### config.mk
export PLATFORM = sky130hd
export DESIGN_NAME = turing_engine
export DESIGN_NICKNAME = d
export VERILOG_FILES = /design/src/rtl/turing_engine.sv
export SDC_FILE = /design/constraint.sdc
export NUM_CORES = 1
export LEC_CHECK = 0
export CAP_MARGIN = 20
export CORE_UTILIZATION = 68
export DETAILED_ROUTE_END_ITERATION = 7
export PLACE_DENSITY = 0.85
export REMOVE_ABC_BUFFERS = 1
export SLEW_MARGIN = 20
export SYNTH_ARGS = -nofsm -noshare
export SYNTH_HDL_FRONTEND = slang
export SYNTH_SLANG_ARGS = --single-unit
### constraint.sdc
create_clock -name clock -period 8.4 [get_ports clock]
set_clock_uncertainty 0.1 [all_clocks]
set_input_delay 1.68 -clock clock [delete_from_list [all_inputs] [get_ports clock]]
set_output_delay 1.68 -clock clock [all_outputs]
set_load 0.005 [all_outputs]
### src/rtl/turing_engine.sv
// rtl/turing_engine.sv - Table-driven Turing machine: program/tape load, then single-step or free-run execution.
// Optional feature macro: TM_STEP_COUNT_EN (saturating executed-step counter on step_count).
module turing_engine #(
    parameter int IN_W       = 6,
    parameter int SYM_W      = 2,
    parameter int TAPE_DEPTH = 64,
    parameter int NUM_STATES = 16
) (
    input  logic                                                   clock,
    input  logic                                                   reset,
    input  logic [IN_W-1:0]                                        input_data,
    input  logic                                                   Next,
    input  logic                                                   Done,
    input  logic                                                   Run,
    output logic [$clog2(NUM_STATES)-1:0]                          currState,
    output logic [$clog2(NUM_STATES)+$clog2(TAPE_DEPTH)+SYM_W-1:0] display_out,
    output logic                                                   Compute_done,
    output logic                                                   error,
    output logic [15:0]                                            step_count
);
    localparam int STATE_W = $clog2(NUM_STATES);
    localparam int ADDR_W  = $clog2(TAPE_DEPTH);
    localparam int E_W     = STATE_W + SYM_W;
    localparam int NUM_ENT = NUM_STATES << SYM_W;
    localparam logic [STATE_W-1:0] HALT_ST  = STATE_W'(NUM_STATES - 1);
    localparam logic [E_W-1:0]     LAST_ENT = E_W'(NUM_ENT - 1);
    localparam logic [ADDR_W:0]    DEPTH_L  = (ADDR_W+1)'(TAPE_DEPTH);
    localparam logic [ADDR_W-1:0]  HEAD_MAX = ADDR_W'(TAPE_DEPTH - 1);
    localparam logic [1:0]         MV_L     = 2'd0;
    localparam logic [1:0]         MV_R     = 2'd1;
    localparam logic [1:0]         MV_STAY  = 2'd2;

    typedef enum logic [2:0] {
        S_PROG,
        S_TAPE,
        S_IDLE,
        S_FETCH,
        S_STEP,
        S_HALT
    } phase_t;

    phase_t             r_ph;
    phase_t             w_ph_nx;
    logic               r_next_q;
    logic               r_done_q;
    logic               w_next_ev;
    logic               w_done_ev;
    logic [SYM_W-1:0]   r_tbl_sym [NUM_ENT];
    logic [1:0]         r_tbl_mv  [NUM_ENT];
    logic [STATE_W-1:0] r_tbl_nxt [NUM_ENT];
    logic [SYM_W-1:0]   r_tape    [TAPE_DEPTH];
    logic [E_W-1:0]     r_pidx;
    logic [1:0]         r_fld;
    logic               r_prog_full;
    logic [ADDR_W:0]    r_taddr;
    logic [ADDR_W-1:0]  r_head;
    logic [STATE_W-1:0] r_state;
    logic [SYM_W-1:0]   r_e_sym;
    logic [1:0]         r_e_mv;
    logic [STATE_W-1:0] r_e_nxt;
    logic               r_cdone;
    logic               r_err;
    logic [E_W-1:0]     w_idx;
    logic               w_fault;
    logic               w_stop;
    logic               w_unused_bits;

    // A simultaneous Done swallows the Next event.
    assign w_done_ev = Done & ~r_done_q;
    assign w_next_ev = Next & ~r_next_q & ~w_done_ev;

    assign w_idx   = {r_state, r_tape[r_head]};
    assign w_fault = ((r_e_mv == MV_L) && (r_head == '0)) ||
                     ((r_e_mv == MV_R) && (r_head == HEAD_MAX));
    assign w_stop  = w_fault || (r_e_nxt == HALT_ST);

    assign w_unused_bits = ^input_data;

    always_ff @(posedge clock) begin
        if (reset) begin
            r_ph <= S_PROG;
        end else begin
            r_ph <= w_ph_nx;
        end
    end

    always_comb begin
        w_ph_nx = r_ph;
        case (r_ph)
            S_PROG:  if (w_done_ev) w_ph_nx = S_TAPE;
            S_TAPE:  if (w_done_ev) w_ph_nx = S_IDLE;
            S_IDLE:  if (w_next_ev || Run) w_ph_nx = S_FETCH;
            S_FETCH: w_ph_nx = S_STEP;
            S_STEP: begin
                if (w_stop)   w_ph_nx = S_HALT;
                else if (Run) w_ph_nx = S_FETCH;
                else          w_ph_nx = S_IDLE;
            end
            S_HALT:  w_ph_nx = S_HALT;
            default: w_ph_nx = S_PROG;
        endcase
    end

    always_ff @(posedge clock) begin
        if (reset) begin
            r_next_q    <= 1'b0;
            r_done_q    <= 1'b0;
            r_pidx      <= '0;
            r_fld       <= 2'd0;
            r_prog_full <= 1'b0;
            r_taddr     <= '0;
            r_head      <= '0;
            r_state     <= '0;
            r_e_sym     <= '0;
            r_e_mv      <= MV_STAY;
            r_e_nxt     <= '0;
            r_cdone     <= 1'b0;
            r_err       <= 1'b0;
            for (int i = 0; i < NUM_ENT; i++) begin
                r_tbl_sym[i] <= '0;
                r_tbl_mv[i]  <= MV_STAY;
                r_tbl_nxt[i] <= HALT_ST;
            end
            for (int i = 0; i < TAPE_DEPTH; i++) begin
                r_tape[i] <= '0;
            end
        end else begin
            r_next_q <= Next;
            r_done_q <= Done;
            case (r_ph)
                S_PROG: begin
                    if (w_next_ev && !r_prog_full) begin
                        case (r_fld)
                            2'd0:    r_tbl_sym[r_pidx] <= input_data[SYM_W-1:0];
                            2'd1:    r_tbl_mv[r_pidx]  <= input_data[1:0];
                            default: r_tbl_nxt[r_pidx] <= input_data[STATE_W-1:0];
                        endcase
                        if (r_fld == 2'd2) begin
                            r_fld <= 2'd0;
                            if (r_pidx == LAST_ENT) r_prog_full <= 1'b1;
                            else                    r_pidx <= r_pidx + 1'b1;
                        end else begin
                            r_fld <= r_fld + 1'b1;
                        end
                    end
                end
                S_TAPE: begin
                    if (w_next_ev && (r_taddr < DEPTH_L)) begin
                        r_tape[r_taddr[ADDR_W-1:0]] <= input_data[SYM_W-1:0];
                        r_taddr <= r_taddr + 1'b1;
                    end
                    if (w_done_ev) begin
                        r_head  <= '0;
                        r_state <= '0;
                    end
                end
                S_FETCH: begin
                    r_e_sym <= r_tbl_sym[w_idx];
                    r_e_mv  <= r_tbl_mv[w_idx];
                    r_e_nxt <= r_tbl_nxt[w_idx];
                end
                S_STEP: begin
                    // A boundary fault still commits the write and state update, only the head stays put.
                    r_tape[r_head] <= r_e_sym;
                    r_state        <= r_e_nxt;
                    if (!w_fault) begin
                        if (r_e_mv == MV_L)      r_head <= r_head - 1'b1;
                        else if (r_e_mv == MV_R) r_head <= r_head + 1'b1;
                    end
                    if (w_fault) r_err   <= 1'b1;
                    if (w_stop)  r_cdone <= 1'b1;
                end
                default: ;
            endcase
        end
    end

`ifdef TM_STEP_COUNT_EN
    logic [15:0] r_steps;

    always_ff @(posedge clock) begin
        if (reset) begin
            r_steps <= 16'd0;
        end else if ((r_ph == S_STEP) && (r_steps != 16'hFFFF)) begin
            r_steps <= r_steps + 16'd1;
        end
    end

    assign step_count = r_steps;
`else
    assign step_count = 16'd0;
`endif

    assign currState    = r_state;
    assign display_out  = {r_state, r_head, r_tape[r_head]};
    assign Compute_done = r_cdone;
    assign error        = r_err;

endmodule

; ---- Yosys cells after proc, flatten, opt, wreduce, memory -nomap -nowiden
; Memories as Yosys holds them, arrays and structs flattened. A register that Yosys moved wholly into a read port is not among the register bits.
; Cells that the tools add are included.
[classes]
addsub = 5
n_lt_le_gt_ge = 1
eq_ne = 16
muxes = 55
bitwise = 7
n_reduce_logical = 28
[op_table]
columns = op, n
row1 = $mux 6, 11
row2 = $mux 1, 30
row3 = $pmux 3 s6, 1
row4 = $add 6x1->6 const B, 2
row5 = $eq 6x6->1 const B, 2
row6 = $mux 3, 4
row7 = $pmux 6 s2, 1
row8 = $reduce_and 4->1, 3
row9 = $mux 2, 5
row10 = $reduce_and 2->1, 5
row11 = $reduce_or 2->1, 5
row12 = $mux 4, 2
row13 = $ne 2x2->1 const B, 4
row14 = $pmux 4 s2, 1
row15 = $add 7x1->7 const B, 1
row16 = $lt 7x7->1 const B, 1
row17 = $eq 3x2->1 const B, 2
row18 = $eq 3x3->1 const B, 2
row19 = $logic_not 6->1, 1
row20 = $sub 6x1->6 const B, 1
row21 = $eq 2x1->1 const B, 2
row22 = $eq 4x4->1 const B, 1
row23 = $logic_and 1x1->1, 4
row24 = $logic_not 2->1, 2
row25 = 12 further kinds, 19
[word_totals]
register_bits = 33
ramBits = 640
in_bits = 11
output_inout_bits = 34
wordCells = 127
memories = 4
[memory_table]
columns = memory, depth, word_bits, read_ports, rd_clocked_by_memory_dff, wr, line
row1 = r_tbl_nxt, 64, 4, 1, 1, 64, 50  ; logic [STATE_W-1:0] r_tbl_nxt [NUM_ENT];
row2 = r_tape, 64, 2, 1, 1, 64, 51  ; logic [SYM_W-1:0] r_tape [TAPE_DEPTH];
row3 = r_tbl_mv, 64, 2, 1, 1, 64, 49  ; logic [1:0] r_tbl_mv [NUM_ENT];
row4 = r_tbl_sym, 64, 2, 1, 1, 64, 48  ; logic [SYM_W-1:0] r_tbl_sym [NUM_ENT];

; ---- Longest topological paths before layout
; Gate-level depths: netlist of run 1.
[depth]
word_depth = 12
ltp_mapped = 19
ltp_nobuf = 12

; ---- Worst setup path before layout of run 1
; OpenSTA, ideal clock, no wires.
[synth_path]
path_kind = register to output
startpoint = register with a tool-made name
endpoint = output display_out[1]
t_arrival_ns = 2.296
required_time_ns = 6.620
path_slack_ns = 4.324
path_stages_with_launch = 14
n_path_buf = 7
path_cell_list = dfxtp_1 buf_6 buf_12 buf_6 buf_6 mux2i_1 a22oi_1 nand4_1 nand3_2 o32ai_4 inv_4 buf_6 buf_6 buf_4
[synth_rtl]
columns = item, line
row1 = to (decl), 16  ; output logic [$clog2(NUM_STATES)+$clog2(TAPE_DEPTH)+SYM_W-1:0] display_out,

==> results.sh, run 1 <==
export IMPL_synth_seq_cells=687
export IMPL_crit_path_end_kind="flop"
export IMPL_synth_compound_area_share_pct=10.11
export IMPL_arrival_ns=6.22
export IMPL_vias_per_cell=7.131
export IMPL_synth_simple_gate_area_share_pct=14.50
export IMPL_antenna_found_initial=1
export IMPL_nets=2791
export IMPL_drive_gt1_share_pct=7.845
export IMPL_whs_path_depth=2
export IMPL_grt_pass1_vias=23900
export IMPL_power_density_mw_per_mm2=208.9
export IMPL_p_leak_uw=0.01275
export IMPL_wirelength_mm=98.24
export IMPL_cts_resized_gates=0
export IMPL_final_cell_mix="edfxtp_1, nor2_1, nand2_1, a21o_1, mux2i_1"
export IMPL_drt_iter0_markers=4874
export IMPL_avgRoutedWirePerCell_um=28.51
export IMPL_hold_violations=0
export IMPL_post_cts_setup_buffer_count=0
export IMPL_ir_worst_vdd_uv=161.4
export IMPL_clk_pin_slew_ns=0.06
export IMPL_die_height_um=222.8
export IMPL_vias=24570
export IMPL_setup_viol=0
export IMPL_setup_tns_ns=0
export IMPL_syn_cell_area_mm2=0.03314
export IMPL_htreeDepth=3
export IMPL_drt_pass1_iterations=7
export IMPL_core_mm2=0.04795
export IMPL_ctsLongestPathBuffers=3
export IMPL_whs_ns=0.3742
export IMPL_die_x_um=222.8
export IMPL_clkSinkCount=687
export IMPL_fin_crit_ns=5.842
export IMPL_clk_latency_ns=0.62
export IMPL_muxShareOfSynthArea_pct=10.46
export IMPL_relSlewSlack_pct=10.07
export IMPL_io_pins=45
export IMPL_cp_required_ns=8.78
export IMPL_syn_avg_cell_area_um2=11.59
export IMPL_fin_crit_sh_pct=69.55
export IMPL_crit_type="flop to flop"
export IMPL_cts_buffers=71
export IMPL_areaGrowthSynthToFinish_pct=7.714
export IMPL_start_kind="flop"
export IMPL_core_rowCount=80
export IMPL_mostFrequentLayoutCell="edfxtp_1"
export IMPL_drc=0
export IMPL_max_freq_mhz=171.2
export IMPL_status="completed"
export IMPL_synthAdderAreaFrac_pct=0.2869
export IMPL_synth_edf_count=640
export IMPL_cts_tree="yes"
export IMPL_seqCellArea_mm2=0.02016
export IMPL_port_buffers=26
export IMPL_grt_usage_pct=39.63
export IMPL_slew_viol_final=0
export IMPL_grt_pass1_wl_mm=144.0
export IMPL_fill_cells=2925
export IMPL_r2r_cells=15
export IMPL_worst_pin_slew_ns=1.344
export IMPL_start_util_pct=69.12
export IMPL_clockRootBuffer="clkbuf_16"
export IMPL_postSynthCellCount=2860
export IMPL_ant_nets=0
export IMPL_yosys_warnings=0
export IMPL_dieArea_mm2=0.04962
export IMPL_synth_top_family_by_area="simple AND/OR/NAND/NOR gates"
export IMPL_rsz0062_at_grt="no"
export IMPL_path_max_fanout=64
export IMPL_overflow=0
export IMPL_ctsHoldBuffers=0
export IMPL_synth_xor_area_share_pct=0.2643
export IMPL_ys_seq_area_share_pct=60.83
export IMPL_gp_congestion=1.015
export IMPL_dpl_worst_slack_ns=2.525
export IMPL_setup_ws_ns=2.558
export IMPL_multiInputGateArea_mm2=0.01190
export IMPL_synth_ff_type="edfxtp_1"
export IMPL_hp_class="flop to flop"
export IMPL_synth_cell_types=68
export IMPL_async_reset_ff_share_pct=0
export IMPL_dp_final_hpwl_mm=65.43
export IMPL_cap_violations=0
export IMPL_grt_start_max_net_pins=104
path summary, 6_finish.rpt:
kind	to	start	slack, ns
setup / recovery	r_e_mv[1]	flop	2.56
hold / removal	error	error	0.37
setup reg to reg	r_e_mv[1]	flop	2.56
hold reg to reg	error	error	0.37
cell type report:
| class | count | share of cell area, % |
|---|---|---|
| antenna | 1 | 0.007010 |
| clock buffer | 94 | 5.363 |
| sequential | 687 | 56.49 |
| clock inverter | 36 | 0.9709 |
| timing repair buffer | 64 | 1.542 |
| multi-input combinational | 1939 | 33.35 |
| tap | 615 | 2.156 |
| inverter | 10 | 0.1262 |
sequential cells by signal (all words and copies together) (netlist names), 2 cells and up, named ones only:
register   flops
currState      4
r_e_mv         2
r_e_nxt        4
r_e_sym        2
r_fld          2
r_head         6
r_ph           3
r_pidx         6
r_taddr        7
r_tape       128
r_tbl_mv     128
r_tbl_nxt    256
r_tbl_sym    128
layer usage:
metal | up-vias | part of all wire (%) | global-route usage (%)
met3 | 494 | 16 | 11.80
met5 | - | 0 | 0
met4 | 0 | 5.7 | 19.87
met1 | 11630 | 33 | 51.20
li1 | 10160 | - | -
met2 | 2296 | 46 | 61.38
through the flow:
| step | std cells | cell area [um2] | util (%) | power [uW] |
|---|---|---|---|---|
| after floorplan | 2636 | 32060 | - | 4233 |
| after global placement | 3314 | 33410 | 69.68 | 4355 |
| after detailed placement | 3315 | 33420 | 69.70 | 4378 |
| after CTS | 3445 | 35680 | 74.41 | 7409 |
| after global routing | 3445 | 35690 | 74.44 | 7576 |
| final | 3446 | 35700 | 74.45 | 7457 |
cell families after synthesis:
| family | after synthesis |
|---|---|
| AOI/OAI and AO/OA | 465 |
| xor gates and xnor gates | 10 |
| adders and majority gates | 7 |
| buffers and inverters | 249 |
| DFF | 687 |
| muxes | 286 |
| other | 1 |
| and+or+nand+nor | 1155 |
synth_stat cells (14+ instances only):
cell      instances  area (um2)
edfxtp_1        640       19220
nor2_1          531        1993
nand2_1         442        1659
a21o_1          257        1929
mux2i_1         236        2362
clkbuf_1        168       630.6
o22ai_1          65       406.6
dfxtp_1          47       940.9
mux4_2           43       968.4
nand3_1          43       215.2
a21oi_1          33       165.2
buf_4            33       247.7
nor3_1           24       120.1
a221oi_1         22       192.7
a22oi_1          21       157.7
nand2b_1         16       100.1
buf_2            14       70.07
where the power goes:
part / internal (uW) / switching [uW] / total [uW]
Clock: 1800 / 1330 / 3130
Sequential: 3870 / 51.5 / 3920
Combinational: 147 / 260 / 407
critical path, stage by stage (launching register included):
cell	delay [ns]
dfxtp_1	0.76
nor2b_1	0.38
a22oi_1	0.29
nand4b_1	0.23
nand4_1	0.23
o32ai_4	0.12
buf_4	0.27
inv_8	0.38
buf_4	0.66
buf_4	0.95
mux4_2	0.43
a2bb2oi_1	0.16
and3_1	0.24
o21ai_0	0.15
a2bb2oi_1	0.17
nand3_1	0.09
(Power assumes the default switching activity.)
==> run 2, diff against run 1 <==
- CORE_UTILIZATION: 68 -> 57
- PLACE_DENSITY: 0.85 -> 0.76
- clock period: 8.4 -> 5.1 ns (I/O delays scaled with it)
==> run 2 against run 1 <==
Sequential share of layout area is 0.64 points lower. Die area is 19% higher. Global-route usage is 6.0 points lower. Wire length is 1.3% higher. Core utilization is 12 points lower. Register-to-register slack worse by 2.0 ns. First-iteration DRC count is 21% lower. Critical path depth is 7 lower.
==> results.sh, run 2 (synthesis results as in run 1) <==
export IMPL_status="completed"
export IMPL_core_mm2=0.05759
export IMPL_hp_start="r_prog_full"
export IMPL_grt_start_max_net_pins=81
export IMPL_final_cell_area_mm2=0.03610
export IMPL_areaGrowthSynthToFinish_pct=8.940
export IMPL_ant_nets=0
export IMPL_gp_congestion=0.9675
export IMPL_worst_pin_slew_ns=1.218
export IMPL_avgRoutedWirePerCell_um=27.50
export IMPL_hold_violations=0
export IMPL_multiInputGateArea_mm2=0.01190
export IMPL_die_x_um=243.1
export IMPL_max_freq_mhz=200.5
export IMPL_r2r_slack_ns=0.54
export IMPL_arrival_ns=3.87
export IMPL_antenna_found_initial=2
export IMPL_slew_viol_final=0
export IMPL_clkSinkCount=687
export IMPL_diodes=0
export IMPL_dieArea_mm2=0.05911
export IMPL_clk_pin_slew_ns=0.06
export IMPL_rsz0062_at_grt="no"
export IMPL_crit_type="flop to output pin"
export IMPL_largest_reg_flops=256
export IMPL_dp_final_hpwl_mm=68.84
export IMPL_core_rowCount=88
export IMPL_grt_usage_pct=33.61
export IMPL_cts_resized_gates=0
export IMPL_overflow=0
export IMPL_io_pins=45
export IMPL_vias=24050
export IMPL_post_cts_setup_buffer_count=0
export IMPL_relSlewSlack_pct=18.56
export IMPL_finish_utilization_pct=62.69
export IMPL_clk_latency_ns=0.62
export IMPL_fill_cells=4369
export IMPL_crit_path_end_kind="output pin"
export IMPL_fin_crit_ns=4.986
export IMPL_ctsHoldBuffers=0
export IMPL_p_total_uw=12250
export IMPL_drt_iter0_markers=3848
export IMPL_cp_required_ns=3.98
export IMPL_mostFrequentLayoutCell="edfxtp_1"
export IMPL_power_density_mw_per_mm2=339.2
export IMPL_path_max_fanout=80
export IMPL_vias_per_cell=6.646
export IMPL_drt_pass1_iterations=8
export IMPL_setup_viol=0
export IMPL_start_kind="flop"
export IMPL_ir_worst_vdd_uv=258.2
export IMPL_wirelength_mm=99.48
export IMPL_ctsLongestPathBuffers=3
export IMPL_htreeDepth=3
export IMPL_r2r_cells=15
export IMPL_port_buffers=26
export IMPL_nets=2813
export IMPL_setup_tns_ns=0
export IMPL_die_height_um=243.1
export IMPL_grt_pass1_vias=23690
export IMPL_drc=0
export IMPL_grt_pass1_wl_mm=146.2
export IMPL_final_cell_mix="edfxtp_1, nor2_1, nand2_1, a21o_1, mux2i_1"
export IMPL_drive_gt1_share_pct=8.342
export IMPL_hp_class="flop to flop"
export IMPL_min_to="r_prog_full"
export IMPL_whs_path_depth=2
export IMPL_cap_violations=0
export IMPL_placed_area_mm2=0.03384
export IMPL_top_register="r_tbl_nxt"
export IMPL_fin_crit_sh_pct=97.77
export IMPL_cts_tree="yes"
export IMPL_cts_buffers=73
export IMPL_seqCellArea_mm2=0.02016
export IMPL_start_util_pct=57.55
export IMPL_clockRootBuffer="clkbuf_16"
export IMPL_p_leak_uw=0.01289
export IMPL_r2r_end="r_e_sym[0]"
run 2: cell count changes in the layout (fill, tap and decap cells not counted), sizes merged:
cell | before | now
buf | 39 | 59
clkinv | 25 | 26
diode | 1 | 0
clkbuf | 94 | 103
bufinv | 6 | 2
inv | 13 | 12
clkinvlp | 2 | 0
run 2: metal layers:
layer	wire length [um]	vias to the layer above	global-route usage, %
li1	-	10200	-
met1	35440	11780	44.27
met2	46120	1745	52.90
met3	13710	325	8.967
met4	4213	0	13.87
met5	0	-	0
run 2: cell type report:
class,count,share of cell area [%]
timing repair buffer,84,2.149
inverter,10,0.1386
sequential,687,55.84
clock inverter,30,0.5580
tap,765,2.651
clock buffer,103,5.701
multi-input combinational,1939,32.96
run 2: worst max path at each step:
stage                     startpoint          endpoint  slack [ns]  depth (start not counted)
after floorplan                 Done  r_tbl_sym[11][0]       -2.30                          8
after global placement          flop        r_e_nxt[1]        0.83                         12
after detailed placement        flop        r_e_nxt[1]        0.71                         12
after CTS                       flop    display_out[1]        0.21                          8
after global routing            flop    display_out[1]        0.05                          9
final                           flop    display_out[1]        0.11                          8
run 2: worst max-delay path, cell delays in order (launching register included):
cell,delay [ns]
dfxtp_1,0.74
nor2b_1,0.46
buf_4,0.22
a22oi_1,0.07
and4b_1,0.24
o32ai_4,0.47
clkinv_8,0.10
buf_12,0.28
clkdlybuf4s50_1,0.58
run 2: report_power, final:
group          internal [uW]  switching [uW]  total (uW)
combinational            249             436         686
clock                   2920            2190        5110
sequential              6380            79.4        6450
run 2: metrics by stage:
step           worst slack (ns)  hold WS [ns]  std cells
2_1_floorplan            -2.298        0.3377       2636
3_3_place_gp             0.8323        0.3511       3485
3_5_place_dp             0.7069        0.3586       3485
4_1_cts                  0.2064        0.3757       3618
5_1_grt                 0.04597        0.4088       3618
6_report                 0.1135        0.3786       3618
